**src/rtl/hazard_mc.sv**
```systemverilog
// Hazard unit for the 5-stage pipeline: forwarding, stalls, flushes,
// multi-cycle unit handshake tracking and exception/ERET redirect.
module hazard_mc #(
  parameter int          REG_AW     = 5,
  parameter int          MC_N       = 2,
  parameter int          CNT_W      = 16,
  parameter logic [31:0] EXC_VECTOR = 32'hBFC00380
) (
  input  logic              clk,
  input  logic              resetn,
  input  logic [REG_AW-1:0] rsD,
  input  logic [REG_AW-1:0] rtD,
  input  logic              branchD,
  input  logic              jrD,
  input  logic [REG_AW-1:0] rsE,
  input  logic [REG_AW-1:0] rtE,
  input  logic [REG_AW-1:0] writeregE,
  input  logic              regwriteE,
  input  logic              memtoregE,
  input  logic [MC_N-1:0]   mc_opE,
  input  logic [MC_N-1:0]   mc_ready,
  input  logic [REG_AW-1:0] writeregM,
  input  logic              regwriteM,
  input  logic              memtoregM,
  input  logic              exc_validM,
  input  logic              exc_eretM,
  input  logic [31:0]       epcM,
  input  logic [REG_AW-1:0] writeregW,
  input  logic              regwriteW,
  output logic [1:0]        forwardaD,
  output logic [1:0]        forwardbD,
  output logic [1:0]        forwardaE,
  output logic [1:0]        forwardbE,
  output logic              stallF,
  output logic              stallD,
  output logic              stallE,
  output logic              stallM,
  output logic              stallW,
  output logic              flushF,
  output logic              flushD,
  output logic              flushE,
  output logic              flushM,
  output logic              flushW,
  output logic [MC_N-1:0]   mc_start,
  output logic              mc_abort,
  output logic              pc_redirect,
  output logic [31:0]       newPC,
  output logic [CNT_W-1:0]  stall_cnt
);

  localparam logic [MC_N-1:0] MC_ONE = MC_N'(1);

  // one bit per channel: 0 = IDLE, 1 = BUSY
  logic [MC_N-1:0]  busy_q, busy_d;
  logic [MC_N-1:0]  mc_sel;
  logic [MC_N-1:0]  ch_stall;
  logic [CNT_W-1:0] stall_cnt_q, stall_cnt_d;
  logic             lw, bj, hit_e, hit_m;

  function automatic logic [1:0] fwd(
    input logic [REG_AW-1:0] src,
    input logic              wr_m,
    input logic [REG_AW-1:0] dst_m,
    input logic              wr_w,
    input logic [REG_AW-1:0] dst_w
  );
    logic [1:0] r;
    r = 2'b00;
    if (src != '0) begin
      if (wr_m && dst_m == src)      r = 2'b10;
      else if (wr_w && dst_w == src) r = 2'b01;
    end
    return r;
  endfunction

  always_ff @(posedge clk or negedge resetn) begin
    if (!resetn) begin
      busy_q      <= '0;
      stall_cnt_q <= '0;
    end else begin
      busy_q      <= busy_d;
      stall_cnt_q <= stall_cnt_d;
    end
  end

  // lowest set bit of mc_opE is the only op serviced
  always_comb begin
    mc_sel = mc_opE & (~mc_opE + MC_ONE);
    busy_d = busy_q;
    for (int i = 0; i < MC_N; i++) begin
      if (!busy_q[i] && mc_sel[i])     busy_d[i] = 1'b1;
      else if (busy_q[i] && mc_ready[i]) busy_d[i] = 1'b0;
    end
    if (exc_validM) busy_d = '0;
  end

  always_comb begin
    forwardaD = fwd(rsD, regwriteM, writeregM, regwriteW, writeregW);
    forwardbD = fwd(rtD, regwriteM, writeregM, regwriteW, writeregW);
    forwardaE = fwd(rsE, regwriteM, writeregM, regwriteW, writeregW);
    forwardbE = fwd(rtE, regwriteM, writeregM, regwriteW, writeregW);

    lw = memtoregE && writeregE != '0 &&
         (writeregE == rsD || writeregE == rtD);

    hit_e = 1'b0;
    hit_m = 1'b0;
    if (branchD) begin
      hit_e = writeregE == rsD || writeregE == rtD;
      hit_m = writeregM == rsD || writeregM == rtD;
    end else if (jrD) begin
      hit_e = writeregE == rsD;
      hit_m = writeregM == rsD;
    end
    bj = (regwriteE && writeregE != '0 && hit_e) ||
         (memtoregM && writeregM != '0 && hit_m);

    ch_stall = (~busy_q & mc_sel) | (busy_q & ~mc_ready);

    stallE      = |ch_stall;
    stallD      = stallE | lw | bj;
    stallF      = stallD;
    stallM      = 1'b0;
    stallW      = 1'b0;
    flushF      = 1'b0;
    flushD      = 1'b0;
    flushE      = (lw | bj) & ~stallE;
    flushM      = 1'b0;
    flushW      = 1'b0;
    mc_start    = ~busy_q & mc_sel;
    mc_abort    = 1'b0;
    pc_redirect = 1'b0;
    newPC       = 32'h0;

    if (exc_validM) begin
      stallF      = 1'b0;
      stallD      = 1'b0;
      stallE      = 1'b0;
      flushF      = 1'b1;
      flushD      = 1'b1;
      flushE      = 1'b1;
      flushM      = 1'b1;
      flushW      = 1'b1;
      mc_start    = '0;
      mc_abort    = |busy_q;
      pc_redirect = 1'b1;
      newPC       = exc_eretM ? epcM : EXC_VECTOR;
    end
  end

  always_comb begin
    stall_cnt_d = stall_cnt_q;
    if (stallF && stall_cnt_q != '1)
      stall_cnt_d = stall_cnt_q + CNT_W'(1);
  end

  assign stall_cnt = stall_cnt_q;

endmodule

```
**config.mk**
```make
export PLATFORM = sky130hd
export DESIGN_NAME = hazard_mc
export DESIGN_NICKNAME = d
export VERILOG_FILES = /design/src/rtl/hazard_mc.sv
export SDC_FILE = /design/constraint.sdc
export NUM_CORES = 1
export LEC_CHECK = 0
export ABC_AREA = 1
export BUFFER_PORTS_ARGS = -buffer_cell sky130_fd_sc_hd__buf_2
export CELL_PAD_IN_SITES_DETAIL_PLACEMENT = 0
export CELL_PAD_IN_SITES_GLOBAL_PLACEMENT = 1
export CORE_ASPECT_RATIO = 0.8
export CORE_MARGIN = 4
export CORE_UTILIZATION = 31
export DETAILED_ROUTE_END_ITERATION = 6
export PLACE_DENSITY = 0.87
export SLEW_MARGIN = 20
export SYNTH_ARGS = -nofsm -noshare
export SYNTH_HDL_FRONTEND = slang
export SYNTH_SLANG_ARGS = --single-unit
```
**constraint.sdc**
```tcl
create_clock -name clk -period 2.6 [get_ports clk]
set_input_delay 0 -clock clk [delete_from_list [all_inputs] [get_ports clk]]
set_output_delay 0 -clock clk [all_outputs]
set_load 0.05 [all_outputs]
```
==> metrics.cfg <==
[run_status]
status = complete, no violations

[placement]
place_hpwl_um = 6740
portBuffers = 149
dp_slack_ns = 0.725
dp_cells = 639
gp_congestion = 0.983

[clock_tree]
clkLatencyLatePin_ns = 0.25
ctsResizeCount = 0
htree_levels = 1
numCtsBuffers = 3
clk_pin_slew_ns = 0.07
cts_tree = done
clock_path_buffers = 2
clock-sinks = 18
clockRootBuffer = clkbuf_8

[timing]
rsz0062_at_grt = no
fmax_mhz = 532
period_share_pct = 72.3
fin_crit_ns = 1.88
finalSetupViolCount = 0
worst_slew_pin_slew_ns = 0.582
tns_ns = 0
fin_ws_ns = 0.720
hold_violations = 0
slew-limit-headroom_pct = 61.1
slew_viol_final = 0
finClkSkew_ns = 0.00411
whs_ns = 0.0241

[synthesis]
synth_cell_type_count = 37
yosys.area_share.simple_pct = 41.5
ys_seq_elements = 18
synth_top_family_by_area = simple AND/OR/NAND/NOR gates
synth_common_cells = inv_1 (77), nand2_1 (62), nor2_1 (42), nand2_2 (23), nand4_1 (23)
synth.yosys.warnings = 0
synth_xor_area_share_pct = 11.1
yosysMostFrequentCell = inv_1
synthMuxAreaShare_pct = 0
avgSynthCellArea_um2 = 6.29
netlist.area_leader.share_pct = 17.9
yosysTopAreaCell = dfrtp_1
synth_flop_cell = dfrtp_1
synth_compound_area_share_pct = 10.7
synthCells = 401
synthAdderAreaFrac_pct = 0.496
ys_seq_area_share_pct = 17.9
mappedNetlistArea_um2 = 2520
async_flop_share_pct = 100
yosys-top-cells-area = dfrtp_1 (18%), inv_1 (11%), nand2_1 (9.2%), xor2_1 (7.6%), nor2_1 (6.3%)
synth_edf_count = 0

[setup_path]
cp_slowest_stage_delay_ns = 0.44
cp-end-kind = register
crit_path_cell_trace = ha_1, nand3_2, nor3_4, nand2_2, nor2_4, nand2_4, nand3_4, nand2_1, nand2_1
crit_fanout = 17
critPathBufInv = 0
critPathLaunchType = register
timing.rr.start = stall_cnt[0]$_DFFE_PN0P_
cp-startpoint = stall_cnt[0]$_DFFE_PN0P_
cp_top_family = simple AND/OR/NAND/NOR gates
cp_data_required_time_ns = 2.80
crit_type = reg2reg
crit_slowest_cell = dfrtp_1
critPathArrivalTime_ns = 2.08
crit_path_frequent_cell = nand2_1

[routing]
drt-pass1-iter-count = 5
avgViaCountPerCell = 4.65
post_drt_wl_per_cell_um = 12.6
wl_um = 8090
drt_iter0_drc = 230
drcViolationCount = 0
route.vias.total = 2992
ant_nets = 0

[grt]
grt_pass1_vias = 2692
antenna_found_initial = 0
overflow = 0
grt_max_degree = 21
grt_pass1_wl_um = 12500
track_usage_pct = 15.5

[final_layout]
fill_cells = 871
final_cells = 644
final_util_pct = 42.3
drive_gt1_share_pct = 39.0
final_nets = 620
n_antenna_cell = 0
syn2layout_area_growth_pct = 32.7

[floorplanning]
fp.dieH_um = 88.7
initial_core_util_pct = 31.9
dieWidth_um = 109
io_pins = 152
core.rowCount = 29
fp.coreArea_um2 = 7910
dieArea_um2 = 9650

[power]
p_per_area_nw_per_um2 = 401
ir_drop_mv = 0.390
p_sw_share_pct = 51.3
p_clk_share_pct = 17.2
combPwrFrac_pct = 55.5
p_leak_nw = 2.02
power_frac_seq_pct = 27.3
netSwitchingPower_uw = 688
p_int_uw = 654

[hold_path]
hp-start = mc_ready[1]
hold_path_class = in2reg

[flow_run]
drv_cap = 0

==> sequential cells by signal (all words and copies together), names as in the netlist <==
register	cells
busy_q	2
stall_cnt	16
==> area by class of cell <==
type	count	area, um2	area share, %
inverters	86	323	9.65
repair buffers	151	763	22.8
clock buffers	4	55.1	1.65
flip-flops and latches	18	450	13.5
well taps	108	135	4.04
multi-input cells	277	1620	48.4
==> final timing paths <==
kind,endpoint,slack [ns],cells past startpoint
min in group asynchronous,stall_cnt[0]$_DFFE_PN0P_,0.22,2
max in group asynchronous,stall_cnt[6]$_DFFE_PN0P_,2.08,2
setup / recovery,stall_cnt[2]$_DFFE_PN0P_,0.72,9
hold / removal,busy_q[1]$_DFFE_PN0P_,0.02,4
hold reg to reg,stall_cnt[15]$_DFFE_PN0P_,0.51,2
setup reg to reg,stall_cnt[2]$_DFFE_PN0P_,0.72,9
==> power groups by stage <==
stage | Sequential, mW | Clock (mW) | Combinational (mW)
5_1_grt | 0.375 | 0.250 | 0.809
4_1_cts | 0.367 | 0.237 | 0.747
3_3_place_gp | 0.368 | 0 | 0.740
3_5_place_dp | 0.371 | 0 | 0.743
6_report | 0.366 | 0.231 | 0.745
2_1_floorplan | 0.477 | 0 | 0.435
==> worst reg2reg max path: stages (launching register included) <==
cell and delay (ns):
dfrtp_1 0.44, ha_1 0.26, nand3_2 0.15, nor3_4 0.20
nand2_2 0.09, nor2_4 0.12, nand2_4 0.15, nand3_4 0.28
nand2_1 0.08, nand2_1 0.06
==> cells by family (layout without fill, tap and decap cells) <==
family                     count (synthesis)  count (layout)
buffers and inverters                    107             241
other                                      1               2
adders and majority gates                  1               1
AOI/OAI and AO/OA                         42              42
and+or+nand+nor                          200             200
DFF                                       18              18
xor gates and xnor gates                  32              32
==> routing by layer <==
layer  global-route usage (%)  vias to the layer above  share of wire (%)
met5                        0                        -                  0
met4                     3.10                        0                1.6
met3                     2.04                       15                7.5
met2                     27.1                      112                 47
met1                     20.6                     1333                 43
li1                         -                     1532                  -
==> stage by stage <==
| step | instance area (um2) | power (mW) |
|---|---|---|
| floorplan | 2520 | 0.912 |
| global placement | 3280 | 1.11 |
| detailed placement | 3280 | 1.11 |
| CTS | 3340 | 1.35 |
| global route | 3340 | 1.43 |
| finish | 3340 | 1.34 |
==> repair_timing <==
item,CTS,global route
hold buffers,1,0
hold endpoints to repair,18,0
buffers inserted,0,0
==> layout by cell type, fill, tap and decap left out, drive strengths merged, types with 3 or more instances in the layout <==
master   count
clkbuf       4
nand3       22
xor2        22
o2111ai      3
xnor2       10
a2111oi      3
nand4       23
buf        150
o21ai        3
a21oi       21
nor2        49
nor3        15
inv         86
nand2       87
dfrtp       18
o22ai        7
(Power assumes the default switching activity.)
